**src/rtl/ddr_word_assembler.sv**
```systemverilog
// Pairs falling/rising-edge DDR samples into 2*WIDTH-bit words and queues them in a
// show-ahead FIFO with occupancy count and a sticky overflow flag.
module ddr_word_assembler #(
  parameter int WIDTH = 8,
  parameter int DEPTH = 4
) (
  input  logic                       clk,
  input  logic                       rst_n,
  input  logic                       enable,
  input  logic [WIDTH-1:0]           ddr_in,
  output logic [2*WIDTH-1:0]         out_data,
  output logic                       out_valid,
  input  logic                       out_ready,
  output logic [$clog2(DEPTH):0]     level,
  output logic                       overflow,
  input  logic                       clear_ovf
);

  localparam int AW = $clog2(DEPTH);
  localparam int LW = AW + 1;
  localparam logic [LW-1:0] FULL_LEVEL = LW'(DEPTH);

  logic [WIDTH-1:0]   neg_q;
  logic               neg_en;
  logic [2*WIDTH-1:0] stage_q;
  logic               stage_v;
  logic [AW-1:0]      wr_ptr;
  logic [AW-1:0]      rd_ptr;
  logic [2*WIDTH-1:0] mem [DEPTH];

  logic pop;
  logic full;
  logic push_ok;
  logic drop;

  // NOTE: sequential state uses non-blocking assignments so every register samples
  // the pre-edge values of its neighbours, independent of process ordering.
  always_ff @(negedge clk or negedge rst_n) begin
    if (!rst_n) begin
      neg_q  <= '0;
      neg_en <= 1'b0;
    end else begin
      neg_q  <= ddr_in;
      neg_en <= enable;
    end
  end

  // A word forms only when both halves were enabled; a lone half is simply dropped.
  always_ff @(posedge clk or negedge rst_n) begin
    if (!rst_n) begin
      stage_q <= '0;
      stage_v <= 1'b0;
    end else if (enable && neg_en) begin
      stage_q <= {ddr_in, neg_q};
      stage_v <= 1'b1;
    end else begin
      stage_v <= 1'b0;
    end
  end

  assign out_valid = (level != '0);
  assign full      = (level == FULL_LEVEL);
  assign pop       = out_valid && out_ready;
  assign push_ok   = stage_v && (!full || pop);
  assign drop      = stage_v && full && !pop;

  // NOTE: storage is left unreset; out_data is masked to zero whenever the FIFO is
  // empty, so stale or uninitialised entries are never observable.
  always_ff @(posedge clk) begin
    if (push_ok) mem[wr_ptr] <= stage_q;
  end

  always_ff @(posedge clk or negedge rst_n) begin
    if (!rst_n) begin
      wr_ptr <= '0;
      rd_ptr <= '0;
      level  <= '0;
    end else begin
      if (push_ok) wr_ptr <= wr_ptr + AW'(1);
      if (pop)     rd_ptr <= rd_ptr + AW'(1);
      case ({push_ok, pop})
        2'b10:   level <= level + LW'(1);
        2'b01:   level <= level - LW'(1);
        default: level <= level;
      endcase
    end
  end

  // A drop on the same edge as a clear wins, so no lost word goes unreported.
  always_ff @(posedge clk or negedge rst_n) begin
    if (!rst_n)         overflow <= 1'b0;
    else if (drop)      overflow <= 1'b1;
    else if (clear_ovf) overflow <= 1'b0;
  end

  assign out_data = out_valid ? mem[rd_ptr] : '0;

endmodule

```
**config.mk**
```make
export PLATFORM = sky130hd
export DESIGN_NAME = ddr_word_assembler
export DESIGN_NICKNAME = d
export VERILOG_FILES = /design/src/rtl/ddr_word_assembler.sv
export SDC_FILE = /design/constraint.sdc
export NUM_CORES = 1
export LEC_CHECK = 0
export ABC_AREA = 0
export ABC_CLOCK_PERIOD_IN_PS = 3000
export CAP_MARGIN = 25
export CORE_MARGIN = 2
export CORE_UTILIZATION = 50
export DETAILED_ROUTE_END_ITERATION = 6
export PLACE_DENSITY_LB_ADDON = 0.08
export SYNTH_ARGS = -nofsm -noshare
export SYNTH_HDL_FRONTEND = slang
export SYNTH_SLANG_ARGS = --single-unit
```
**constraint.sdc**
```tcl
create_clock -name clk -period 3 [get_ports clk]
set_clock_uncertainty 0.1 [all_clocks]
set_input_delay 0.6 -clock clk [delete_from_list [all_inputs] [get_ports clk]]
set_output_delay 0.6 -clock clk [all_outputs]
set_load 0.05 [all_outputs]
```
==> Yosys cells after proc, flatten, opt, wreduce, memory -nomap -nowiden <==
Memory sizes are Yosys's and may differ from the RTL's.
Cells that the tools add are included.
{ "classes": {"n_reduce_logical": 11, "n_eq_ne": 3, "mux": 7, "add_sub_neg": 4} }
{ "ops": {"columns": ["cell", "count"], "rows": [
  ["16-bit 2-to-1 mux", 1],
  ["3-bit case mux with 2 select lines", 1],
  ["1-bit logical AND", 5],
  ["1-bit 2-to-1 mux", 5],
  ["2-bit by 1-bit adder with 2-bit output, second input constant", 2],
  ["2-bit nonzero test", 2],
  ["3-bit by 1-bit adder with 3-bit output, second input constant", 1],
  ["3-bit == test, second input constant", 1],
  ["3-bit nonzero test", 1],
  ["3-bit by 1-bit subtractor with 3-bit output, second input constant", 1],
  ["2-bit by 1-bit == test with 1-bit output, second input constant", 1],
  ["2-bit == test, second input constant", 1],
  ["1-bit logical NOT", 2],
  ["1-bit logical OR", 1]
]} }
{ "word_totals": {"ff_bits": 34, "mem_count": 1, "ramBits": 64, "word_cells": 34, "in_bits": 13} }
{ "mem_list": {"columns": ["name", "words", "word_bits", "rd", "rd_clocked_by_memory_dff", "wr", "line", "source"], "rows": [
  ["mem", 4, 16, 1, 0, 1, "29", "logic [2*WIDTH-1:0] mem [DEPTH];"]
]} }

==> Longest topological paths before layout <==
Gate-level depths: netlist of the first run.
{ "logic_depth": {"ltp_word": 6, "depth_mapped": 7} }

==> results of run 1 <==
[how the worst max path moves through the flow]
stage	startpoint	end	slack, ns	cells after the start
6_report	level[0]	out_valid	0.32	2
3_3_place_gp	enable	neg_en	0.21	1
3_5_place_dp	ddr_in[3]	neg_q[3]	0.18	1
2_1_floorplan	neg_en	stage_q[0]	0.19	3
4_1_cts	level[0]	out_valid	0.30	2
5_1_grt	rd_ptr[0]	out_data[3]	0.20	4
[cells in the mapped netlist (all sizes together), types with 2 or more instances]
| cell | number | area (um2) |
|---|---|---|
| nand2 | 4 | 15.0 |
| o21ai | 2 | 10.0 |
| nor2b | 3 | 18.8 |
| and2 | 20 | 125 |
| clkbuf | 2 | 7.51 |
| ha | 4 | 50.1 |
| buf | 7 | 62.6 |
| xnor2 | 4 | 35.0 |
| edfxtp | 64 | 1920 |
| dfrtp | 25 | 626 |
| mux4 | 16 | 390 |
| dfrtn | 9 | 225 |
| mux2 | 17 | 191 |
| inv | 7 | 26.3 |
[flip-flops by register name, indices dropped and copies added, names as in the netlist]
| name | flops |
|---|---|
| level | 3 |
| mem | 64 |
| neg_en | 1 |
| neg_q | 8 |
| overflow | 1 |
| rd_ptr | 2 |
| stage_q | 16 |
| stage_v | 1 |
| wr_ptr | 2 |
[cell families (layout without fill, tap and decap cells)]
| group | after synthesis | in the layout | share of synthesized area [%] |
|---|---|---|---|
| buffers and inverters | 16 | 70 | 2.50 |
| DFF | 98 | 98 | 71.9 |
| adders and majority gates | 5 | 5 | 1.82 |
| and+or+nand+nor | 34 | 34 | 5.48 |
| muxes | 34 | 34 | 15.3 |
| AOI/OAI and AO/OA | 10 | 10 | 1.82 |
| xor gates and xnor gates | 5 | 5 | 1.14 |
[worst reg2reg max path, cell delays in order, from the launching register on]
cell and delay, ns:
dfrtn_1 0.33, nand2_1 0.10, buf_12 0.17, mux2_2 0.35
[per-layer routing]
layer,global-route usage (%),vias to the layer above,wire length [um],share of wire [%]
li1,-,865,-,-
met1,20.7,949,2750,42
met2,30.7,38,3510,53
met3,4.44,8,226,3.4
met4,5.22,0,80,1.2
met5,0,-,0,0
[power breakdown]
part | switching, mW | internal [mW] | total [mW]
Combinational | 1.14 | 0.748 | 1.89
Clock | 0.408 | 0.386 | 0.794
Sequential | 0.135 | 1.66 | 1.80
[layout make-up]
cell class | instances | area, um2
clock buffers | 13 | 139
well taps | 102 | 128
flip-flops and latches | 98 | 2770
fillers | 589 | 3070
multi-input cells | 88 | 987
repair buffers | 47 | 445
clock inverters | 3 | 42.5
inverters | 7 | 26.3
==> metrics.cfg, run 1 <==
[worst_setup_path]
critPathBufInv = 1
slowest_stage = clkdlybuf4s50_1
cp_max_fo = 8
r2r_setup_slack_ns = 0.35
worstReg2RegStart = neg_en
critPathKind = reg2out
crit_path_start_kind = flip-flop
required_ns = 2.30
worstReg2RegEnd = stage_q[7]
worst-r2r-cell-count = 3
critical_path_arrival_ns = 1.98
crit_chain = or3_1 > clkdlybuf4s50_1
cpLargestDelayFamily = buffers and inverters
slowest_delay_ns = 0.72
cp-end-kind = output pin

[timing]
final_hold_viol_count = 0
setup_violations = 0
rsz0062_at_grt = no
relSlewSlack_pct = 67.3
period_needed_ns = 2.68
timing.final.crit_share_pct = 89.4
worst_pin_slew_ns = 0.489
setup_tns_ns = 0
fmax_mhz = 373
worst_slack_ns = 0.319
final_max_slew_viol_count = 0
timing.hold.ws_ns = 0.410

[power_and_ir_drop]
power_density_nw_per_um2 = 987
peakVddDrop_mv = 0.562
total_power_mw = 4.48
p_leak_nw = 1.70

[cells_and_area]
fin_util_pct = 59.7
syn2layout_area_growth_pct = 17.7
final_cells = 358
final_area_um2 = 4540
drive_above_1_share_pct = 27.0
final_cell_mix = 64 x edfxtp_1, 26 x buf_4, 25 x dfrtp_1, 20 x and2_1
fin_nets = 269
final_common_cell = edfxtp_1
diodes = 0

[routing]
viasPerCell = 5.20
wirelength_um = 6570
drc_errors = 0
wl_per_cell_um = 18.4
drt.antenna.violating_nets = 0
route.vias.total = 1860
drt-initial-drc-count = 83
firstDrtPassIters = 4

[grt]
grt_start_max_net_pins = 22
grt-ovfl-total = 0
grt_pass1_vias = 2050
grt_pass1_wl_um = 10600
grt_usage_pct = 17.2
grt_antenna_before_repair = 0

[clocking]
cts-htree-levels = 3
numCtsBuffers = 9
clk-insertion-delay-late_ns = 0.35
cts-root-buf = clkbuf_8
clk_pin_slew_ns = 0.09
cts_resized = 0
cts.sinks = 98
postCtsHoldBufs = 0
cts_tree = built
cts.path.max_buffers = 2
cts_setup_buffers = 0

[logic_synthesis]
yosysSeqAreaShare_pct = 71.9
synth-edff-count = 64
synth_top_flop_cell = edfxtp_1
avgSynthCellArea_um2 = 19.1
synth_cells = 202
synthArstFlopShare_pct = 34.7
syn_area_um2 = 3860
synthesis.nets = 220
yosys_warnings = 0
synth_cell_types = 35
ys_ff_latch = 98

[min_path]
min_to = mem[0][3]
min_path_cells = 0
hp-start = stage_q[3]
hold_class = reg2reg

[job]
drv_cap = 0

[placement]
gp_congestion = 0.702
io_buffers = 33
post_dp_cell_area_um2 = 4360
dp_cells = 342
hpwl_um = 4380
place_ws_ns = 0.176

[floorplanning]
io_pins = 34
placement_rows = 32
die_w_um = 91.8
die_area_um2 = 8430
core_um2 = 7610
die_h_um = 91.8
initial_core_util_pct = 50.7

[outcome]
status = finished clean

No activity file was read; power rests on OpenSTA's default activity.
==> run 2, diff against run 1 <==
Settings changed: CORE_ASPECT_RATIO from default to 1.25.
==> metrics.cfg, run 2 (same netlist as run 1, synthesis figures left out) <==
[worst_setup_path]
critPathKind = reg2reg
required_ns = 3.14
worst-r2r-cell-count = 3
crit_chain = nand2_1 > buf_12 > mux2_2
slowest_stage = mux2_2
slowest_delay_ns = 0.34
crit_path_start_kind = flip-flop
critical_path_arrival_ns = 2.86
cp_max_fo = 14
cp-end-kind = flip-flop

[clocking]
postCtsHoldBufs = 0
cts.sinks = 98
numCtsBuffers = 9
cts-htree-levels = 3
cts_setup_buffers = 0
cts.path.max_buffers = 2
cts-root-buf = clkbuf_8
clk-insertion-delay-late_ns = 0.34
cts_resized = 0
cts_tree = built
clk_pin_slew_ns = 0.09

[routing]
drt.antenna.violating_nets = 0
route.vias.total = 1885
drc_errors = 0
drt-initial-drc-count = 65
firstDrtPassIters = 4
wl_per_cell_um = 19.0
viasPerCell = 5.45
wirelength_um = 6570

[timing]
worst_slack_ns = 0.277
relSlewSlack_pct = 66.6
setup_tns_ns = 0
rsz0062_at_grt = no
final_max_slew_viol_count = 0
final_hold_viol_count = 0
setup_violations = 0
worst_pin_slew_ns = 0.499

[cells_and_area]
fillers = 574
final_cells = 346
drive_above_1_share_pct = 27.2
diodes = 0
syn2layout_area_growth_pct = 16.7
final_cell_mix = 64 x edfxtp_1, 26 x buf_4, 25 x dfrtp_1, 20 x and2_1
multi_input_area_um2 = 987
regArea_um2 = 2770
top_regs = mem (64), stage_q (16), neg_q (8)
final_common_cell = edfxtp_1
fin_nets = 267
top_register = mem
largest_reg_flops = 64

[floorplanning]
die_h_um = 102
die_area_um2 = 8440
initial_core_util_pct = 51.8
placement_rows = 35
die_w_um = 82.6
core_um2 = 7440
io_pins = 34

[placement]
dp_cells = 330
place_ws_ns = 0.181
io_buffers = 33
gp_congestion = 0.682

[job]
drv_cap = 0

[grt]
grt-ovfl-total = 0
grt_pass1_wl_um = 10600
grt_start_max_net_pins = 26
grt_usage_pct = 17.9
grt_pass1_vias = 2060
grt_antenna_before_repair = 0

[min_path]
hold_class = reg2reg
min_path_cells = 0

[power_and_ir_drop]
power_density_nw_per_um2 = 1000
power.share.clock_pct = 18.4
seqPwrFrac_pct = 39.8
total_power_mw = 4.52
p_leak_nw = 1.70
p_int_mw = 2.79
peakVddDrop_mv = 0.706
p_comb_share_pct = 41.8
p_sw_share_pct = 38.3
power.net_switching_mw = 1.73

[outcome]
status = finished clean

[run 2: cell count changes in the layout (fill, tap and decap cells not counted), sizes merged]
cell	previous run	this run
buf	30	28
clkbuf	13	11
clkinv	1	2
clkinvlp	1	0
inv	7	9
[run 2: final timing paths]
path / start / slack (ns) / end
max in group asynchronous: rst_n / 0.69 / neg_q[6]
min: stage_q[6] / 0.42 / mem[2][6]
max: neg_en / 0.28 / stage_q[8]
min reg2reg: stage_q[6] / 0.42 / mem[2][6]
max reg2reg: neg_en / 0.28 / stage_q[8]
min in group asynchronous: rst_n / 0.51 / stage_q[4]
[run 2: per-stage QoR]
stage	area [um2]	hold WS, ns	utilization, %
floorplan	3860	0.204	-
global placement	4310	0.384	57.8
detailed placement	4310	0.407	57.8
CTS	4500	0.422	60.5
global route	4500	0.433	60.5
finish	4500	0.423	60.5
[run 2: area by class of cell]
type	count	area share (%)
clock buffers	11	2.92
clock inverters	5	1.42
inverters	7	0.584
multi-input cells	88	21.9
flip-flops and latches	98	61.6
well taps	92	2.56
repair buffers	45	9.01
[run 2: per-layer routing]
metal	global-route usage, %	vias up	part of all wire (%)
met5	0	-	0
met4	6.94	0	1.7
met3	3.80	11	3.0
met2	31.5	38	54
met1	21.3	979	41
li1	-	857	-
[run 2: power by group through the flow]
stage / sequential [mW] / clock (mW) / combinational [mW]
floorplan: 1.84 / 0 / 1.34
global placement: 1.80 / 0 / 1.86
detailed placement: 1.83 / 0 / 1.91
CTS: 1.80 / 0.857 / 1.92
global route: 1.82 / 0.913 / 2.01
finish: 1.80 / 0.831 / 1.89
[run 2: worst max-delay path, delay by kind of cell (launching register included)]
family	cells	cell delay [ns]
buffers and inverters	1	0.19
multiplexers	1	0.34
flip-flops	1	0.33
AND/OR/NAND/NOR	1	0.17
==> run 3, diff against run 2 <==
Settings changed: CORE_UTILIZATION 50 to 55, DONT_BUFFER_PORTS from default to 1.
==> metrics.cfg, run 3 (same netlist as run 1, synthesis figures left out) <==
[floorplanning]
die_h_um = 97.6
die_area_um2 = 7700
placement_rows = 34
die_w_um = 78.9
io_pins = 34
core_um2 = 6890
initial_core_util_pct = 56.0

[power_and_ir_drop]
power.net_switching_mw = 1.80
p_sw_share_pct = 36.6
p_comb_share_pct = 47.6
p_int_mw = 3.12
total_power_mw = 4.93
p_leak_nw = 1.71
power.share.clock_pct = 16.5
peakVddDrop_mv = 0.594
power_density_nw_per_um2 = 1080
seqPwrFrac_pct = 35.9

[clocking]
cts-htree-levels = 3
postCtsHoldBufs = 2
cts_resized = 0
clk_pin_slew_ns = 0.09
cts.path.max_buffers = 2
cts.sinks = 98
numCtsBuffers = 9
cts_setup_buffers = 0
cts_tree = built
clk-insertion-delay-late_ns = 0.35
cts-root-buf = clkbuf_8

[cells_and_area]
largest_reg_flops = 64
top_register = mem
regArea_um2 = 2770
syn2layout_area_growth_pct = 17.7
diodes = 0
final_common_cell = edfxtp_1
fin_nets = 253
multi_input_area_um2 = 987
final_cell_mix = 64 x edfxtp_1, 25 x dfrtp_1, 20 x and2_1, 17 x mux2_2, 17 x buf_12
final_cells = 330
fillers = 483
top_regs = mem (64), stage_q (16), neg_q (8)
fin_util_pct = 65.9
drive_above_1_share_pct = 30.4
final_area_um2 = 4540

[worst_setup_path]
critPathKind = reg2reg
critical_path_arrival_ns = 2.87
cp-end-kind = flip-flop
worstReg2RegEnd = stage_q[9]
critPathLaunch = neg_en
worstReg2RegStart = neg_en
required_ns = 3.14
worst-r2r-cell-count = 3
crit_path_start_kind = flip-flop
r2r_setup_slack_ns = 0.27
cp_max_fo = 8

[timing]
setup_tns_ns = 0
final_max_slew_viol_count = 0
rsz0062_at_grt = no
worst_pin_slew_ns = 0.470
worst_slack_ns = 0.266
setup_violations = 0
final_hold_viol_count = 0
relSlewSlack_pct = 68.7
timing.hold.ws_ns = 0.258

[placement]
post_dp_cell_area_um2 = 4320
hpwl_um = 4070
place_ws_ns = 0.245
dp_cells = 312
io_buffers = 0
gp_congestion = 0.670

[min_path]
hp-start = clear_ovf
min_to = overflow
min_path_cells = 1
hold_class = in2reg

[grt]
grt_pass1_vias = 1977
grt_start_max_net_pins = 26
grt_pass1_wl_um = 10600
grt_antenna_before_repair = 0
grt_usage_pct = 18.9
grt-ovfl-total = 0

[routing]
viasPerCell = 5.55
wirelength_um = 6600
route.vias.total = 1831
drt.antenna.violating_nets = 0
drt-initial-drc-count = 91
wl_per_cell_um = 20.0
firstDrtPassIters = 4
drc_errors = 0

[job]
drv_cap = 0

[outcome]
status = finished clean

==> run 3: cell count changes in the layout (fill, tap and decap cells not counted), sizes merged <==
cell           change
clkinv             +3
clkinvlp           +1
dlygate4sd3        +1
clkbuf             -2
buf                +2
clkdlybuf4s50     -17
inv                -2
==> run 3: worst max path at each step <==
stage,endpoint,cells after the start
final,stage_q[9],3
after detailed placement,stage_q[9],3
after global routing,stage_q[15],3
after global placement,stage_q[2],3
after CTS,stage_q[9],3
after floorplan,stage_q[0],3
==> run 3: area by class of cell <==
class / instances / share of cell area (%)
flip-flops and latches: 98 / 61.1
repair buffers: 31 / 9.86
well taps: 90 / 2.48
multi-input cells: 88 / 21.7
clock buffers: 9 / 2.73
inverters: 7 / 0.579
clock inverters: 7 / 1.54
==> run 3: routing by layer <==
layer,wire length [um],up-vias,GRT usage (%)
met5,0,-,0
met4,65,0,6.90
met3,296,7,5.20
met2,3600,43,32.0
met1,2640,956,23.4
li1,-,825,-
==> run 3: worst max-delay path: stages, from the launching register on <==
cell	delay, ns
dfrtn_1	0.33
nand2_1	0.16
buf_4	0.21
mux2_2	0.35
==> run 3: power groups by stage <==
stage	registers (mW)	clock network, mW	logic, mW
3_3_place_gp	1.78	0	2.29
6_report	1.77	0.815	2.34
3_5_place_dp	1.80	0	2.36
2_1_floorplan	1.84	0	1.34
4_1_cts	1.77	0.845	2.37
5_1_grt	1.79	0.899	2.48
